<file path="src/rtl/intersection_scheduler.sv">
`default_nettype none
// ============================================================================
// Module   : intersection_scheduler
// Purpose  : Round-robin GREEN/YELLOW/ALL_RED phase sequencer for N roads; road 0 is home.
//            Optional macro PED_WALK_EN adds a pedestrian WALK phase.
// Revision : 1.0
// ============================================================================
module intersection_scheduler #(
    parameter int N_RD      = 4,
    parameter int MIN_GREEN = 4,
    parameter int MAX_GREEN = 12,
    parameter int Y2RDELAY  = 3,
    parameter int R2GDELAY  = 2,
    parameter int CNT_W     = 5,
    parameter int PED_TIME  = 6
) (
    input  logic                CLOCK,
    input  logic                CLEAR,
    input  logic [N_RD-1:0]     CAR_REQ,
`ifdef PED_WALK_EN
    input  logic                PED_REQ,
    output logic                WALK,
`endif
    output logic [2*N_RD-1:0]   SIG,
    output logic [N_RD-1:0]     GRANT,
    output logic                PHASE_DONE
);
    localparam int CUR_W = (N_RD > 1) ? $clog2(N_RD) : 1;
    localparam int c_M1  = (MAX_GREEN > Y2RDELAY) ? MAX_GREEN : Y2RDELAY;
    localparam int c_M2  = (c_M1 > R2GDELAY) ? c_M1 : R2GDELAY;
    localparam int c_M3  = (c_M2 > PED_TIME) ? c_M2 : PED_TIME;

    localparam logic [CNT_W-1:0] c_MIN_G = CNT_W'(MIN_GREEN - 1);
    localparam logic [CNT_W-1:0] c_MAX_G = CNT_W'(MAX_GREEN - 1);
    localparam logic [CNT_W-1:0] c_YEL_T = CNT_W'(Y2RDELAY - 1);
    localparam logic [CNT_W-1:0] c_RED_T = CNT_W'(R2GDELAY - 1);
    localparam logic [CNT_W-1:0] c_TSAT  = CNT_W'(c_M3 - 1);
    localparam logic [1:0]       c_L_YEL = 2'd1;
    localparam logic [1:0]       c_L_GRN = 2'd2;

`ifdef PED_WALK_EN
    localparam logic [CNT_W-1:0] c_WALK_T = CNT_W'(PED_TIME - 1);
    typedef enum logic [2:0] {S_GREEN, S_YELLOW, S_ALLRED, S_WALK, S_CLEAR2} state_t;
`else
    typedef enum logic [1:0] {S_GREEN, S_YELLOW, S_ALLRED} state_t;
`endif

    state_t             r_state, w_state_nxt;
    logic [CNT_W-1:0]   r_timer, w_timer_nxt, w_tlim;
    logic [CUR_W-1:0]   r_cur, r_nxt, w_cur_nxt, w_nxt_nxt, w_tgt, w_ri;
    logic               w_found, w_tgt_ok, w_want, w_go;
    int                 w_idx;
    logic [2*N_RD-1:0]  r_sig, w_sig;
    logic [N_RD-1:0]    r_grant, w_grant;
    logic               r_pd, w_pd;
`ifdef PED_WALK_EN
    logic               r_ped_pend, r_walk, w_walk;
`endif

    // First requesting road after cur in cyclic order; defaults to home road.
    always_comb begin
        w_found = 1'b0;
        w_tgt   = '0;
        w_idx   = 0;
        w_ri    = '0;
        for (int k = 1; k < N_RD; k++) begin
            w_idx = int'(r_cur) + k;
            if (w_idx >= N_RD) w_idx = w_idx - N_RD;
            w_ri = CUR_W'(w_idx);
            if (!w_found && CAR_REQ[w_ri]) begin
                w_found = 1'b1;
                w_tgt   = w_ri;
            end
        end
        w_tgt_ok = w_found || ((r_cur != '0) && !CAR_REQ[r_cur]);
`ifdef PED_WALK_EN
        w_want   = w_tgt_ok || r_ped_pend;
`else
        w_want   = w_tgt_ok;
`endif
        w_go = (r_timer >= c_MIN_G) && w_want && (!CAR_REQ[r_cur] || (r_timer >= c_MAX_G));
    end

    always_comb begin
        w_state_nxt = r_state;
        w_cur_nxt   = r_cur;
        w_nxt_nxt   = r_nxt;
        case (r_state)
            S_GREEN: begin
                if (w_go) begin
                    w_state_nxt = S_YELLOW;
                    w_nxt_nxt   = w_tgt;
                end
            end
            S_YELLOW: begin
                if (r_timer == c_YEL_T) w_state_nxt = S_ALLRED;
            end
            S_ALLRED: begin
                if (r_timer == c_RED_T) begin
`ifdef PED_WALK_EN
                    if (r_ped_pend) begin
                        w_state_nxt = S_WALK;
                    end else begin
                        w_state_nxt = S_GREEN;
                        w_cur_nxt   = r_nxt;
                    end
`else
                    w_state_nxt = S_GREEN;
                    w_cur_nxt   = r_nxt;
`endif
                end
            end
`ifdef PED_WALK_EN
            S_WALK: begin
                if (r_timer == c_WALK_T) w_state_nxt = S_CLEAR2;
            end
            S_CLEAR2: begin
                if (r_timer == c_RED_T) begin
                    w_state_nxt = S_GREEN;
                    w_cur_nxt   = r_nxt;
                end
            end
`endif
            default: begin
                w_state_nxt = S_GREEN;
                w_cur_nxt   = '0;
            end
        endcase

        // GREEN saturates so an uncontested road can hold indefinitely.
        w_tlim = (r_state == S_GREEN) ? c_MAX_G : c_TSAT;
        if (w_state_nxt != r_state)  w_timer_nxt = '0;
        else if (r_timer < w_tlim)   w_timer_nxt = r_timer + 1'b1;
        else                         w_timer_nxt = r_timer;
    end

    always_comb begin
        w_sig   = '0;
        w_grant = '0;
        for (int i = 0; i < N_RD; i++) begin
            if (CUR_W'(i) == w_cur_nxt) begin
                if (w_state_nxt == S_GREEN) begin
                    w_sig[2*i +: 2] = c_L_GRN;
                    w_grant[i]      = 1'b1;
                end else if (w_state_nxt == S_YELLOW) begin
                    w_sig[2*i +: 2] = c_L_YEL;
                    w_grant[i]      = 1'b1;
                end
            end
        end
        w_pd = (w_state_nxt == S_GREEN) && (r_state != S_GREEN);
`ifdef PED_WALK_EN
        w_walk = (w_state_nxt == S_WALK);
`endif
    end

    always_ff @(posedge CLOCK or posedge CLEAR) begin
        if (CLEAR) begin
            r_state <= S_GREEN;
            r_timer <= '0;
            r_cur   <= '0;
            r_nxt   <= '0;
            r_sig   <= {{(2*N_RD-2){1'b0}}, c_L_GRN};
            r_grant <= N_RD'(1);
            r_pd    <= 1'b0;
        end else begin
            r_state <= w_state_nxt;
            r_timer <= w_timer_nxt;
            r_cur   <= w_cur_nxt;
            r_nxt   <= w_nxt_nxt;
            r_sig   <= w_sig;
            r_grant <= w_grant;
            r_pd    <= w_pd;
        end
    end

`ifdef PED_WALK_EN
    always_ff @(posedge CLOCK or posedge CLEAR) begin
        if (CLEAR) begin
            r_ped_pend <= 1'b0;
            r_walk     <= 1'b0;
        end else begin
            r_walk <= w_walk;
            if (w_walk && (r_state != S_WALK)) r_ped_pend <= 1'b0;
            else if (PED_REQ)                  r_ped_pend <= 1'b1;
        end
    end
    assign WALK = r_walk;
`endif

    assign SIG        = r_sig;
    assign GRANT      = r_grant;
    assign PHASE_DONE = r_pd;

endmodule
`default_nettype wire

</file>
<file path="config.mk">
export PLATFORM = sky130hd
export DESIGN_NAME = intersection_scheduler
export DESIGN_NICKNAME = d
export VERILOG_FILES = /design/src/rtl/intersection_scheduler.sv
export SDC_FILE = /design/constraint.sdc
export NUM_CORES = 1
export LEC_CHECK = 0
export ABC_AREA = 1
export BUFFER_PORTS_ARGS = -buffer_cell sky130_fd_sc_hd__buf_2
export CORE_ASPECT_RATIO = 1.5
export CORE_MARGIN = 2
export CORE_UTILIZATION = 49
export CTS_CLUSTER_DIAMETER = 100
export CTS_CLUSTER_SIZE = 24
export DETAILED_ROUTE_END_ITERATION = 10
export HOLD_SLACK_MARGIN = 0.12
export PLACE_DENSITY = 0.7
export SYNTH_ARGS = -nofsm -noshare
export SYNTH_HDL_FRONTEND = slang
export SYNTH_SLANG_ARGS = --single-unit
</file>
<file path="constraint.sdc">
create_clock -name CLOCK -period 1.8 [get_ports CLOCK]
set_input_delay 0.27 -clock CLOCK [delete_from_list [all_inputs] [get_ports CLOCK]]
set_output_delay 0.27 -clock CLOCK [all_outputs]
set_load 0.005 [all_outputs]
</file>
==> metrics.md, run 1 <==
| Metric | Value |
|---|---|
| Status | `finished, final reports clean` |
| Synth unique cells | `30` |
| Synth Area per Inst | `8.86 µm²` |
| Final wirelength | `2.46 mm` |
| Area grow syn2layout | `22.1%` |
| Core area | `2420 µm²` |
| Yosys reg bits | `24` |
| Sw power | `1.07 mW` |
| Top_reg_cell synth | `dfrtp_1` |
| CTS tree | `built` |
| Standard-cell rows | `22` |
| Setup TNS | `0 ns` |
| Overflow after GRT | `0` |
| Reg2Reg Depth | `11` |
| Comb power frac | `52.1%` |
| Die Span Y | `65.8 µm` |
| Crit. End Element | `flop` |
| Fill cell count | `214` |
| Area of the multi-input gates | `598 µm²` |
| Slew headroom | `80.4%` |
| Synth area leader | `dfrtp_1` |
| Worst-path clk slew | `0.13 ns` |
| Top cells by count, synth | `nand2_1, dfrtp_1, inv_1` |
| RSZ-0062 raised after global routing | `true` |
| I/O pin count | `19` |
| Tot GR Track Use | `19.6%` |
| Final total power | `2.53 mW` |
| Top cell by count, worst path | `nand2_1` |
| Max Root-Sink Buffers | `2` |
| Starting Density | `51.5%` |
| H-tree Lvls | `1` |
| CP max-delay cell | `dfrtp_1` |
| Post-synth top area share | `44.1%` |
| Worst setup SP type | `flop` |
| Post-DP HPWL | `1.84 mm` |
| Reg area | `606 µm²` |
| Clk Latency, worst-skew pair | `0.32 ns` |
| Detail Route Antenna Nets | `0` |
| Top post-synthesis cells by area | `dfrtp_1, nand2_1, inv_1, dfstp_2, ha_1` |
| Final hold vios | `0` |
| Via density | `5.23` |
| First-pass GRT wire length | `4.26 mm` |
| Worst path depth | `11` |
| Flop pwr share | `32.5%` |
| Wire length per cell | `12.6 µm` |
| Count of pins over their slew limit | `0` |
| Clock sinks | `24` |
| DR iter-0 viols | `28` |
| Initial antenna violation count | `0` |
| Clk_skew | `0.00271 ns` |
| Post-layout util | `63.0%` |
| CP Buf/Inv Count | `2` |
| Count leader, synth | `nand2_1` |
| Syn. warnings | `0` |
| Internal power | `1.46 mW` |
| Reg-to-reg startpoint | `r_cur[1]` |
| Max Clk Rate | `595 MHz` |
| N_diodes | `0` |
| Pin count of the biggest net entering global routing | `25` |
| Crit path max-delay family | `simple AND/OR/NAND/NOR gates` |
| Data arrival, critical path | `1.94 ns` |
| Worst Path Required | `2.06 ns` |
| Setup-failing EPs final | `0` |
| Vias | `1026` |
| DIE AREA | `2980 µm²` |
| # DRC | `0` |
| LEAKAGE | `0.846 nW` |
| Synth Instances | `141` |
| Slowest stage delay, CP | `0.40 ns` |
| Max Cap Viol | `0` |
| CP Cell Sequence | `inv_1, ha_4, inv_2, nand2_1, nand2_1, nand2_1, o21ai_4, nand2_2, nand2_2, nand2_4, nor2_2` |
| Switching Fraction | `42.4%` |
| Drt first pass iters | `4` |
| Die Wd | `45.2 µm` |
| Pin slew with the least headroom to its limit | `0.294 ns` |
| Nets@finish | `183` |
| Port bufs | `18` |
| Global placer's final weighted congestion | `0.803` |
| P per Cell Area | `1660 nW/µm²` |
| Vias in the first global route | `995` |
| Number of flops mapped to enable cells by yosys | `0` |
| Clock root buffer | `clkbuf_4` |
| Clk network pwr share | `15.4%` |
| Hold WC Path Type | `input pin to async pin` |
| FF-to-FF setup slack | `0.12 ns` |
| Worst VDD drop | `0.860 mV` |
| CP Max Fanout | `6` |
| WS Path Type | `flop to flop` |
| Layout cells sized above 1 | `37.2%` |
| Tmin final | `1.68 ns` |
| Final Cycle Share | `93.4%` |
| Ys async rst share | `100%` |
| Register area share after synthesis | `48.3%` |
| CTS buffer count | `3` |
| Synthesized cell area | `1250 µm²` |
| Worst setup path start | `r_cur[1]` |
| Post-Syn Nets | `151` |
## power groups by stage
stage | Sequential (mW) | Combinational, mW | Clock [mW]
3_3_place_gp | 0.818 | 1.16 | 0
5_1_grt | 0.843 | 1.50 | 0.414
6_report | 0.821 | 1.32 | 0.390
4_1_cts | 0.816 | 1.22 | 0.397
3_5_place_dp | 0.825 | 1.21 | 0
2_1_floorplan | 0.817 | 0.892 | 0
## tightest hold or removal path: cells and delay by family
| kind | cells | cell delay [ns] |
|---|---|---|
| buffers and inverters | 4 | 0.97 |
## logic make-up after synthesis
kind of cell	Yosys count	synth area share [%]
flops	24	48.3
fa+ha+maj	4	4.01
mux	1	0.802
simple gates	75	29.9
buf+inv	20	6.61
xor+xnor	2	1.40
compound gates	15	9.02
## state kept, by name (all words and copies together), names as in the netlist
register and cells:
PHASE_DONE 1, r_state 2, SIG 8, r_nxt 2, r_timer 5, r_cur 2
GRANT 4
## cell type report
type	instances	share of cell area (%)
multi-input combinational	97	39.2
clock inverter	1	1.97
clock buffer	3	1.48
sequential	24	39.7
timing repair buffer	28	11.0
tap	24	1.97
inverter	19	4.68
## timing repair
item | 4_1_cts | 5_1_grt
hold buffers | 1 | 0
hold endpoints to repair | 22 | 0
setup buffers | 0 | 3
gates resized for setup | 0 | 11
endpoints found under the setup margin | 0 | 17
## worst paths after layout
path,end
worst max-delay path,r_timer[1]
worst min-delay path,SIG[2]
worst max register to register,r_timer[1]
worst min register to register,r_nxt[0]
max in group asynchronous,GRANT[0]
min in group CLOCK,r_nxt[0]
## per-stage QoR
step / instance area, µm² / setup WS [ns] / hold slack (ns) / cells
floorplan: 1250 / 0.109 / 0.283 / 141
global placement: 1400 / 0.109 / 0.319 / 188
detailed placement: 1400 / 0.0717 / 0.328 / 188
CTS: 1470 / 0.0533 / 0.514 / 193
global route: 1530 / 0.00119 / 0.550 / 196
finish: 1530 / 0.119 / 0.509 / 196
## metal layers
| layer | routed length, µm | part of all wire (%) | track usage (%) |
|---|---|---|---|
| met4 | 50 | 2.0 | 8.82 |
| met2 | 1330 | 54 | 32.9 |
| met5 | 0 | 0 | 0 |
| met3 | 61 | 2.5 | 2.73 |
| met1 | 1020 | 42 | 24.1 |
## cell usage in the layout, fill, tap and decap left out, types with 2 or more instances in the layout
master	count
nor2_2	8
nor3_2	2
nand2_1	36
buf_4	9
xor2_1	2
dfrtp_1	20
dfstp_2	2
buf_2	18
inv_2	3
inv_1	16
ha_1	2
dfrtp_2	2
o21ai_0	4
nand3_1	6
a21oi_1	2
nand2_2	4
clkbuf_4	3
nand2_4	2
o21ai_4	2
and3_1	2
nor2_1	10
Power figures use the tool's default switching activity.
==> run 2: changes to the inputs <==
--- a/config.mk
+++ b/config.mk
@@ -6,6 +6,7 @@
 export NUM_CORES = 1
 export LEC_CHECK = 0
 export ABC_AREA = 1
+export ABC_CLOCK_PERIOD_IN_PS = 1400
 export BUFFER_PORTS_ARGS = -buffer_cell sky130_fd_sc_hd__buf_2
 export CORE_ASPECT_RATIO = 1.5
 export CORE_MARGIN = 2
==> constraint.sdc (replaced) <==
create_clock -name CLOCK -period 1.4 [get_ports CLOCK]
set_input_delay 0.21 -clock CLOCK [delete_from_list [all_inputs] [get_ports CLOCK]]
set_output_delay 0.21 -clock CLOCK [all_outputs]
set_load 0.005 [all_outputs]
==> run 2 against run 1 <==
  * The flow now finishes with violations (setup timing)
  * Count of clock-buffer cells in the layout is the same
  * First-iteration DRC count shrank 14%
  * Non-clock buffer count grew 36
  * Hold slack lost 0.056 ns
  * Cell area grew 33%
  * Critical path depth shrank 3
  * Via count grew 16%
  * Worst setup slack lost 0.44 ns
  * Highest routed layer unchanged
  * Cell count grew 18%
  * Clock power grew 29%
==> metrics.md, run 2 (synthesis gave the netlist of run 1 again) <==
| Metric | Value |
|---|---|
| Die Wd | `45.2 µm (unchanged)` |
| CP Max Fanout | `7 (was 6)` |
| Failing checks | `setup timing` |
| Overflow after GRT | `0 (unchanged)` |
| Clock root buffer | `clkbuf_4 (unchanged)` |
| Pin slew with the least headroom to its limit | `0.298 ns (was 0.294 ns)` |
| Comb power frac | `66.3% (was 52.1%)` |
| Global placer's final weighted congestion | `0.818 (was 0.803)` |
| RSZ-0062 raised after global routing | `true (unchanged)` |
| Met3 WL | `96 µm (was 61 µm)` |
| Commonest non-fill, non-tap cell in the layout | `buf_4 (was nand2_1)` |
| Final hold vios | `0 (unchanged)` |
| Final wirelength | `3.49 mm (was 2.46 mm)` |
| CP max-delay cell | `dfrtp_2 (was dfrtp_1)` |
| Data arrival, critical path | `1.95 ns (was 1.94 ns)` |
| Drt first pass iters | `5 (was 4)` |
| Slew headroom | `80.1% (was 80.4%)` |
| Post-DP HPWL | `2.03 mm (was 1.84 mm)` |
| Top cell by count, worst path | `nand3_4 (was nand2_1)` |
| CTS tree | `built (unchanged)` |
| Clock sinks | `24 (unchanged)` |
| Detail Route Antenna Nets | `0 (unchanged)` |
| Core area | `2420 µm² (unchanged)` |
| Area grow syn2layout | `62.1% (was 22.1%)` |
| Flop pwr share | `22.8% (was 32.5%)` |
| Max reg flops | `8 (unchanged)` |
| Worst setup SP type | `flop (unchanged)` |
| DR iter-0 viols | `24 (was 28)` |
| Worst VDD drop | `1.69 mV (was 0.860 mV)` |
| Max Clk Rate | `580 MHz (was 595 MHz)` |
| Crit. End Element | `flop (unchanged)` |
| Internal power | `2.65 mW (was 1.46 mW)` |
| # DRC | `0 (unchanged)` |
| Status | `finished with violations (was finished, final reports clean)` |
| Tmin final | `1.72 ns (was 1.68 ns)` |
| Tot GR Track Use | `24.7% (was 19.6%)` |
| First-pass GRT wire length | `5.38 mm (was 4.26 mm)` |
| Final Cycle Share | `123% (was 93.4%)` |
| Vias | `1192 (was 1026)` |
| WS Path Type | `flop to flop (unchanged)` |
| Setup-failing EPs final | `21 (was 0)` |
| CP Cell Sequence | `clkinv_4, ha_4, buf_4, nand3_4, nand3_4, o21ai_4, nand2_4, and3_4 (was inv_1, ha_4, inv_2, nand2_1, nand2_1, nand2_1, o21ai_4, nand2_2, nand2_2, nand2_4, nor2_2)` |
| I/O pin count | `19 (unchanged)` |
| Switching Fraction | `42.5% (was 42.4%)` |
| Max Cap Viol | `0 (unchanged)` |
| Layout cells sized above 1 | `62.5% (was 37.2%)` |
| H-tree Lvls | `1 (unchanged)` |
| Worst r2r dst | `SIG[4] (was r_timer[1])` |
| Clk Latency, worst-skew pair | `0.32 ns (about the same)` |
| Final setup margin | `-0.324 ns (was 0.119 ns)` |
| N_diodes | `0 (unchanged)` |
| Setup TNS | `-5.08 ns (was 0 ns)` |
| Worst-path clk slew | `0.13 ns (about the same)` |
| Routed length on met1 | `1.28 mm (was 1.02 mm)` |
| DIE AREA | `2980 µm² (unchanged)` |
| Pin count of the biggest net entering global routing | `25 (unchanged)` |
| CTS buffer count | `3 (unchanged)` |
| Via density | `5.14 (was 5.23)` |
| Die Span Y | `65.8 µm (unchanged)` |
| Clk network pwr share | `11.0% (was 15.4%)` |
| Hold WC Path Type | `input pin to async pin (unchanged)` |
| Standard-cell rows | `22 (unchanged)` |
| Max Root-Sink Buffers | `2 (unchanged)` |
| Reg-to-reg startpoint | `r_cur[0] (was r_cur[1])` |
| Commonest non-fill, non-tap cells in the layout | `buf_4, nand2_1, dfrtp_1 (was nand2_1, dfrtp_1, buf_2)` |
| Port bufs | `18 (unchanged)` |
| Metal2 WL | `2.04 mm (was 1.33 mm)` |
| LEAKAGE | `1.07 nW (was 0.846 nW)` |
| Wire length per cell | `15.0 µm (was 12.6 µm)` |
| Uppermost layer routed | `met4 (unchanged)` |
| Slowest stage delay, CP | `0.43 ns (was 0.40 ns)` |
| Nets@finish | `219 (was 183)` |
| FF-to-FF setup slack | `-0.32 ns (was 0.12 ns)` |
| Reg2Reg Depth | `8 (was 11)` |
| Sw power | `1.95 mW (was 1.07 mW)` |
| Initial antenna violation count | `0 (unchanged)` |
| Clk_skew | `0.00433 ns (was 0.00271 ns)` |
| Starting Density | `51.5% (unchanged)` |
| Vias in the first global route | `1278 (was 995)` |
| Worst Path Required | `1.63 ns (was 2.06 ns)` |
| Count of pins over their slew limit | `0 (unchanged)` |
| Final total power | `4.61 mW (was 2.53 mW)` |
| P per Cell Area | `2270 nW/µm² (was 1660 nW/µm²)` |
==> run 2: changes by cell type in the layout (fill, tap and decap cells not counted), moves of 3 or more <==
cell	before	now
nand2_1	36	22
inv_1	16	10
buf_4	9	34
buf_6	0	11
nand2_4	2	9
nor2_4	0	3
o21ai_0	4	0
inv_4	0	3
nor2_1	10	7
o21ai_1	1	4
nand2_2	4	11
==> run 2: power by group through the flow <==
stage               clock network [mW]  registers (mW)  logic, mW
floorplan                            0            1.05       1.19
global placement                     0            1.02       1.92
detailed placement                   0            1.03       2.00
CTS                              0.503            1.04       2.55
global route                     0.525            1.07       3.32
finish                           0.505            1.05       3.05
==> run 2: through the flow <==
step	instances	cell area (µm²)	worst slack [ns]	hold WS (ns)	utilization [%]
global route	232	2020	-0.404	0.489	83.6
detailed placement	211	1600	-0.303	0.267	65.9
CTS	227	1890	-0.247	0.463	78.0
finish	232	2020	-0.324	0.453	83.6
floorplan	141	1270	-0.207	0.223	-
global placement	211	1600	-0.246	0.258	65.9
==> run 2: cell type report <==
class                   instances  area [µm²]
multi-input cells              97         774
clock inverters                 1        30.0
inverters                      19        83.8
repair buffers                 64         479
clock buffers                   3        22.5
fillers                       134         398
flip-flops and latches         24         604
well taps                      24        30.0
==> run 2: critical path: cells and delay by family (launching register included) <==
family                     cells  cell delay (ns)
AOI/OAI and AO/OA              1             0.24
adders and majority gates      1             0.24
buffers and inverters          2             0.22
DFF                            1             0.43
and+or+nand+nor                4             0.49
==> run 2: timing repair <==
action | CTS | global route
pin swaps | 16 | 17
gates resized for setup | 39 | 33
buffers inserted | 12 | 7
hold endpoints to repair | 22 | 0
endpoints found under the setup margin | 22 | 23
hold buffers | 1 | 0
==> run 2: per-layer routing <==
metal / track usage, % / up-vias
met5: 0 / -
met4: 11.8 / 0
met3: 2.46 / 9
met2: 45.2 / 32
met1: 26.8 / 571
li1: - / 580
==> run 2: worst max path at each step <==
stage                     from         end  cells past startpoint
finish                r_cur[0]      SIG[4]                      8
global route          r_cur[0]    r_nxt[1]                     11
CTS                   r_cur[0]  r_timer[0]                      9
detailed placement  r_timer[0]      SIG[2]                      9
global placement    r_timer[0]      SIG[3]                      9
floorplan             r_cur[0]      SIG[4]                     10
